**src/rtl/cla_pipe_adder.sv**
```systemverilog
// cla_pipe_adder: two-stage pipelined carry-lookahead adder with valid/ready handshakes
module cla_pipe_adder #(
  parameter int WIDTH = 16
) (
  input  logic             clk,
  input  logic             rst,
  input  logic             in_valid,
  output logic             in_ready,
  input  logic [WIDTH-1:0] a,
  input  logic [WIDTH-1:0] b,
  input  logic             carryInput,
  output logic             out_valid,
  input  logic             out_ready,
  output logic [WIDTH-1:0] sum,
  output logic             carryOutput,
  output logic             prop,
  output logic             gene,
  output logic             overflow
);
  localparam int NGRP = WIDTH / 4;

  logic [WIDTH-1:0] bp, bg, p1, g1;
  logic [NGRP-1:0]  gp, gg, gp1, gg1;
  logic             cin1, v1, v2, ready1;
  logic [NGRP:0]    ge, nc;
  logic [WIDTH:0]   c;
  logic             wg, t1, t2;

  assign bp = a ^ b;
  assign bg = a & b;

  for (genvar k = 0; k < NGRP; k++) begin : g_grp
    assign gp[k] = &bp[4*k +: 4];
    assign gg[k] = bg[4*k+3] | (bp[4*k+3] & bg[4*k+2]) | (&bp[4*k+2 +: 2] & bg[4*k+1]) | (&bp[4*k+1 +: 3] & bg[4*k]);
  end

  assign ready1    = !v2 | out_ready;
  assign in_ready  = !v1 | ready1;
  assign out_valid = v2;

  // stage 1: capture bit and group propagate/generate terms on accept
  always_ff @(posedge clk or negedge rst) begin
    if (!rst) begin
      {v1, p1, g1, gp1, gg1, cin1} <= '0;
    end else if (in_ready) begin
      v1 <= in_valid;
      if (in_valid) begin
        p1   <= bp;
        g1   <= bg;
        gp1  <= gp;
        gg1  <= gg;
        cin1 <= carryInput;
      end
    end
  end

  // second-level lookahead: nibble carry-ins from group terms, plus word generate
  always_comb begin
    ge = {gg1, cin1};
    nc = '0;
    wg = 1'b0;
    t1 = 1'b0;
    for (int k = 0; k <= NGRP; k++) begin
      for (int j = 0; j <= k; j++) begin
        t1 = ge[j];
        for (int m = j; m < k; m++) t1 = t1 & gp1[m];
        nc[k] = nc[k] | t1;
        if (k == NGRP && j > 0) wg = wg | t1;
      end
    end
  end

  // in-nibble lookahead: bit carries from each nibble carry-in
  always_comb begin
    c = '0;
    t2 = 1'b0;
    for (int k = 0; k < NGRP; k++) begin
      for (int i = 0; i < 4; i++) begin
        for (int j = 0; j <= i; j++) begin
          t2 = (j == 0) ? nc[k] : g1[4*k+j-1];
          for (int m = j; m < i; m++) t2 = t2 & p1[4*k+m];
          c[4*k+i] = c[4*k+i] | t2;
        end
      end
    end
    c[WIDTH] = nc[NGRP];
  end

  // stage 2: register the finished result and flags when the output slot is free
  always_ff @(posedge clk or negedge rst) begin
    if (!rst) begin
      {v2, sum, carryOutput, prop, gene, overflow} <= '0;
    end else if (ready1) begin
      v2 <= v1;
      if (v1) begin
        sum         <= p1 ^ c[WIDTH-1:0];
        carryOutput <= c[WIDTH];
        prop        <= &p1;
        gene        <= wg;
        overflow    <= c[WIDTH-1] ^ c[WIDTH];
      end
    end
  end
endmodule

```
**config.mk**
```make
export PLATFORM = sky130hd
export DESIGN_NAME = cla_pipe_adder
export DESIGN_NICKNAME = d
export VERILOG_FILES = /design/src/rtl/cla_pipe_adder.sv
export SDC_FILE = /design/constraint.sdc
export NUM_CORES = 1
export LEC_CHECK = 0
export BUFFER_PORTS_ARGS = -buffer_cell sky130_fd_sc_hd__buf_4
export CORE_MARGIN = 3
export CORE_UTILIZATION = 40
export DETAILED_ROUTE_END_ITERATION = 10
export SLEW_MARGIN = 10
export SYNTH_ARGS = -nofsm -noshare
export SYNTH_HDL_FRONTEND = slang
export SYNTH_SLANG_ARGS = --single-unit
```
**constraint.sdc**
```tcl
create_clock -name clk -period 1.7 [get_ports clk]
set_input_delay 0 -clock clk [delete_from_list [all_inputs] [get_ports clk]]
set_output_delay 0 -clock clk [all_outputs]
set_load 0.1 [all_outputs]
```
# ---- Word level (Yosys, flattened, before mapping)
# Cells that the tools add are included.
dict set report word_totals {
  ff_bits 62
  in_bits 37
  out_inout_bits 22
  wordCells 130
}
dict set report op_classes {
  n_bitwise 101
  n_reduce_logical 17
}
# op count
set ops {}
lappend ops {{$or 1x1->1} 51}
lappend ops {{$and 1x1->1} 46}
lappend ops {{$xor 16x16->16} 2}
lappend ops {{$and 16x16->16} 1}
lappend ops {{$reduce_and 16->1} 1}
lappend ops {{$reduce_and 4->1} 4}
lappend ops {{$reduce_and 2->1} 6}
lappend ops {{$reduce_and 3->1} 4}
lappend ops {{$logic_not 1->1} 2}
lappend ops {{$xor 1x1->1} 1}

# ---- Depth between registers and ports, before layout
dict set report depth {
  ltp_word 13
  depth_mapped 7
  depth_no_buf 7
}

# ---- Worst setup path after synthesis
# No wires, ideal clock.
dict set report synth_timing {
  path_type {register -> register}
  from {reg v2 (netlist: out_valid)}
  to {reg g1[10]}
  setup_time_ps 125
  t_arrival_ps 3151
  t_required_ps 1575
  slack_ps -1576
  path_stages_with_launch 5
  n_path_buf 1
  synth_period_minus_slack_ps 3276
  cell_sequence {dfrtp_1 -> nand3b_1 -> nand2_1 -> buf_2 -> mux2_2}
}
dict set report synth_between {
  elab_chain_len 4
}
# item line_no
set synth_rtl {}
lappend synth_rtl {{start, declared} 24} ;# logic cin1, v1, v2, ready1;
lappend synth_rtl {{start signal, assigned} 94} ;# v2 <= v1;
lappend synth_rtl {{$logic_not 1->1} 37} ;# assign ready1 = !v2 | out_ready;
lappend synth_rtl {{$or 1x1->1} 37}
lappend synth_rtl {{$or 1x1->1} 38} ;# assign in_ready = !v1 | ready1;
lappend synth_rtl {{named net in_ready} 8} ;# output logic in_ready,
lappend synth_rtl {{$reduce_and 2->1 (no line)} -}
lappend synth_rtl {{end signal, assigned} 49} ;# g1 <= bg;
lappend synth_rtl {{end, declared} 22} ;# logic [WIDTH-1:0] bp, bg, p1, g1;
# The timed path passes the listed nets, and every way through them passes these cells.
# A chain may end at the register's enable or synchronous reset.

# ---- Worst setup path after layout
dict set report layout_timing {
  from {reg gp1[0]}
  to {reg overflow}
}
dict set report layout_between {
  elab_chain_len 13
  elab_cells_between_ends 18
  cone_classes {bitwise: 18}
}
# item line_no
set layout_rtl {}
lappend layout_rtl {{start, declared} 23} ;# logic [NGRP-1:0] gp, gg, gp1, gg1;
lappend layout_rtl {{start signal, assigned} 50} ;# gp1 <= gp;
lappend layout_rtl {{$and 1x1->1 (*) (3 in series)} 66} ;# for (int m = j; m < k; m++) t1 = t1 & gp1[m];
lappend layout_rtl {{$or 1x1->1 (3 in series)} 67} ;# nc[k] = nc[k] | t1;
lappend layout_rtl {{$and 1x1->1 (3 in series)} 81} ;# for (int m = j; m < i; m++) t2 = t2 & p1[4*k+m];
lappend layout_rtl {{$or 1x1->1 (3 in series)} 82} ;# c[4*k+i] = c[4*k+i] | t2;
lappend layout_rtl {{$xor 1x1->1 (*)} 100} ;# overflow <= c[WIDTH-1] ^ c[WIDTH];
lappend layout_rtl {{end signal, assigned} 100}
lappend layout_rtl {{end, declared} 18} ;# output logic overflow
# Mark *: on every way between the ends. The rest lies on a longest branch, timed or not.

==> results list <==
* Crit share post-route: 1.07
* Failing checks: setup timing
- Die height: 90.1 microns
* First drt pass iteration count: 4
* Post-Synthesis Cell Area: 2830 sq um
* CP Capture Type: flop
- The biggest area contributor in the post-synthesis netlist is dfrtp_1.
* Share of synthesized cell area in and, or, nand and nor gates: 0.0977
- Share of synthesized area occupied by flip-flops and latches: 0.522
* End of the critical path: overflow
- Adding up every negative setup slack in the final design gives -0.500 ns.
* Detailed placement HPWL: 4630 microns
- Yosys mapped the design onto 30 distinct sky130hd cell types.
* WL per Instance: 14.4 microns
- The first routing iteration left 69 violations.
- The detailed router placed between 2k and 2.5k vias in this run.
* Number of clock sinks: 59
- Worst endpoint required time: 1.91 ns
- The area fraction in compound gates after synthesis came to 0.124.
* Count of port buffers added during placement: 58
- Critical Path AT: 2.04 ns
- Initial core utilization: 0.414
* Result of the run: finished with violations
- At the end of the flow, the number of nets in the layout was between 300 and 400.
- Fraction of post-synthesis cell area in the top cell type by area: 0.522
- Setup repair after global routing could not meet its margin everywhere.
- CTS Buf Count: 9
- Counting flops with an async set or reset pin after synthesis yields a share of 1.00.
- Final max-slew violation count: 0
- The via count of the first global-routing pass came to around 2.2k.
- Die boundary width: about 90 microns
- Vias/cell: 4.96
- Startpoint of the most critical register-to-register path: gp1[0]
* CP max FO: 2
- By area, the combinational part of the netlist is dominated by multiplexers.
- Commonest non-fill, non-tap cells in the layout: buf_4, dfrtp_1, mux2_2, nand2_1, ha_1
- For this run, the total global-route usage over all layers was measured as 0.158.
- Power per standard cell area: approximately 1500 nW/um^2
- Number of flops mapped to enable cells by yosys: 0
- Total nets after synthesis: 296
- Counting flops and latches in the post-synthesis netlist gives 59.
* Capture instance of the worst register-to-register path: overflow
* F_max: 548 MHz
- The clock reaches the later pin of the worst-skew pair after roughly 0.33 ns.
- For flop-to-flop paths, the worst setup slack is -0.12 ns.
* H-tree level count: 3
* Maximum buffer depth of the clock tree: 2
* Number of antenna violations at the first check in global routing: 0
- Clock-pin slew was measured on the worst setup and hold paths at 0.07 ns.
* Core box area: 6830 sq um
* Most frequent standard cell in the layout excluding fill and tap cells: buf_4
- Yosys warns: 0
* Area Overhead vs Synth: 34.4%
- Total Die Area: 8120 sq um
- Fillers: 627
- Sum of overflow across all layers after global routing: 0
* Final-report hold violation count: 0
- Max-cap violations in this run came to 0.
- Before CTS, the worst setup slack after placement is -0.165 ns.
- Parity-gate share of the synthesized area counting xor and xnor cells: 0.0248
- The first global-routing pass estimated 10,300 microns of wire.
- The most used flip-flop cell after synthesis is dfrtp_1.
* Number of setup violations in the final report: 7
- Post-Synth Adder-Cell Area: 0.0885
- Setup Skew: 0.00423 ns
* Slew at the pin closest to its max-slew limit: 0.510 ns
- Entering global routing, the biggest net connects 39 pins.
* Post-DRT Antenna Nets: 0
- Final period demand of the worst path: approximately 1.8 ns
* Cell at the root of the clock tree: clkbuf_8
- Worst Slack Setup Final: -0.125 ns
* Worst setup path start: gp1[0]
- At the end of routability-driven placement, the weighted congestion stood at 0.828.
- The cell count after synthesis came out at 239.
* IR drop worst, VDD: 1130 uV
- TritonCTS clock tree: yes
* Share of synthesized area spent on multiplexers: 0.131
- Worst hold-check path type: input pin to flop
- In the final layout, the share of cells above drive strength 1 is 0.416.
- Routed Wire Length: 6090 microns
* Logic depth of the worst register-to-register path: 7
- For this design the top-level I/O count stands at 59.
* Max-slew headroom: 0.660
* Kind of start point of the critical path: flop
- Class of the most critical setup path: flop to flop
- Leading cell types by total area after synthesis: dfrtp_1, mux2_2, ha_1
- Number of remaining DRC errors: 0
* Floorplan row count: 30
- Average cell area after synthesis: approximately 12 sq um
* Total inserted antenna cells: 0
* Static Leak: 1.86 nW
[worst min-delay path by stage]
stage                     from          end  slack, ns  cells after the start
after floorplan            rst  carryOutput      -0.30                      0
after global placement     rst      sum[14]       0.01                      1
after detailed placement   rst       gg1[3]       0.01                      1
after CTS                 b[4]        p1[4]       0.05                      3
after global routing      b[4]        p1[4]       0.04                      3
final                     b[4]        p1[4]       0.05                      3
[repair_timing]
| action | in CTS | in global routing |
|---|---|---|
| resized for setup | 6 | 4 |
| endpoints found under the hold margin | 40 | 0 |
| hold buffers | 4 | 0 |
| setup endpoints to repair | 3 | 7 |
| buffers inserted | 3 | 2 |
| cloned | 0 | 0 |
| pin swaps | 7 | 9 |
[where the power goes]
| group | leakage [nW] | total [mW] | switching (mW) | internal (mW) |
|---|---|---|---|---|
| registers | 0.724 | 1.95 | 0.236 | 1.72 |
| clock network | 0.0905 | 1.13 | 0.526 | 0.606 |
| logic | 1.05 | 2.55 | 1.79 | 0.763 |
| total | 1.86 | 5.64 | 2.55 | 3.09 |
[per-layer routing]
metal / part of all wire / vias to the layer above / track usage
met5: 0 / - / 0
met4: 0.0071 / 0 / 0.0459
met3: 0.041 / 4 / 0.0477
met2: 0.48 / 42 / 0.246
met1: 0.47 / 1008 / 0.215
li1: - / 1045 / -
[sequential cells by signal (all words and copies together), names as in the netlist, 4 cells and up]
signal,flops
sum,16
gg1,4
gp1,4
g1,12
p1,16
[metrics by stage]
step	total power [mW]	util	instance area, sq um	hold slack, ns	std cells
2_1_floorplan	3.81	-	2880	-0.296	239
3_3_place_gp	4.45	0.514	3510	0.0120	398
3_5_place_dp	4.47	0.514	3510	0.0120	398
4_1_cts	5.66	0.552	3770	0.0456	421
5_1_grt	5.94	0.556	3800	0.0404	423
6_report	5.64	0.556	3800	0.0505	423
[synthesized netlist by cell type (2+ instances only)]
master and count:
dfrtp_1 59, mux2_2 33, nand2_1 26, ha_1 20, o21ai_0 19, a21o_1 12
nand4_1 9, xor2_1 8, a21oi_1 7, nor2_1 5, clkbuf_1 4, nor3_1 4
o21a_1 4, o31ai_1 4, or2_2 4, buf_2 3, o22ai_1 3, nand2b_1 2
or4_1 2
[critical path: stages, from the launching register on]
cell	delay, ns
dfrtp_1	0.38
a21o_1	0.20
a31o_4	0.23
ha_4	0.16
o211ai_1	0.28
a2111oi_2	0.12
a221oi_1	0.22
nand3_1	0.11
[cells by family after synthesis]
family | Yosys count
and+or+nand+nor | 57
AOI/OAI and AO/OA | 54
muxes | 33
DFF | 59
adders and majority gates | 20
buffers and inverters | 8
xor gates and xnor gates | 8
[area by class of cell]
cell class                 count  area (sq um)  share of cell area
inverter                       1          3.75            0.000987
clock buffer                  14           163              0.0428
clock inverter                 2          10.0             0.00263
tap                           96           120              0.0316
sequential                    59          1480               0.389
timing repair buffer          79           641               0.169
multi-input combinational    172          1380               0.364
(Power assumes the default switching activity.)
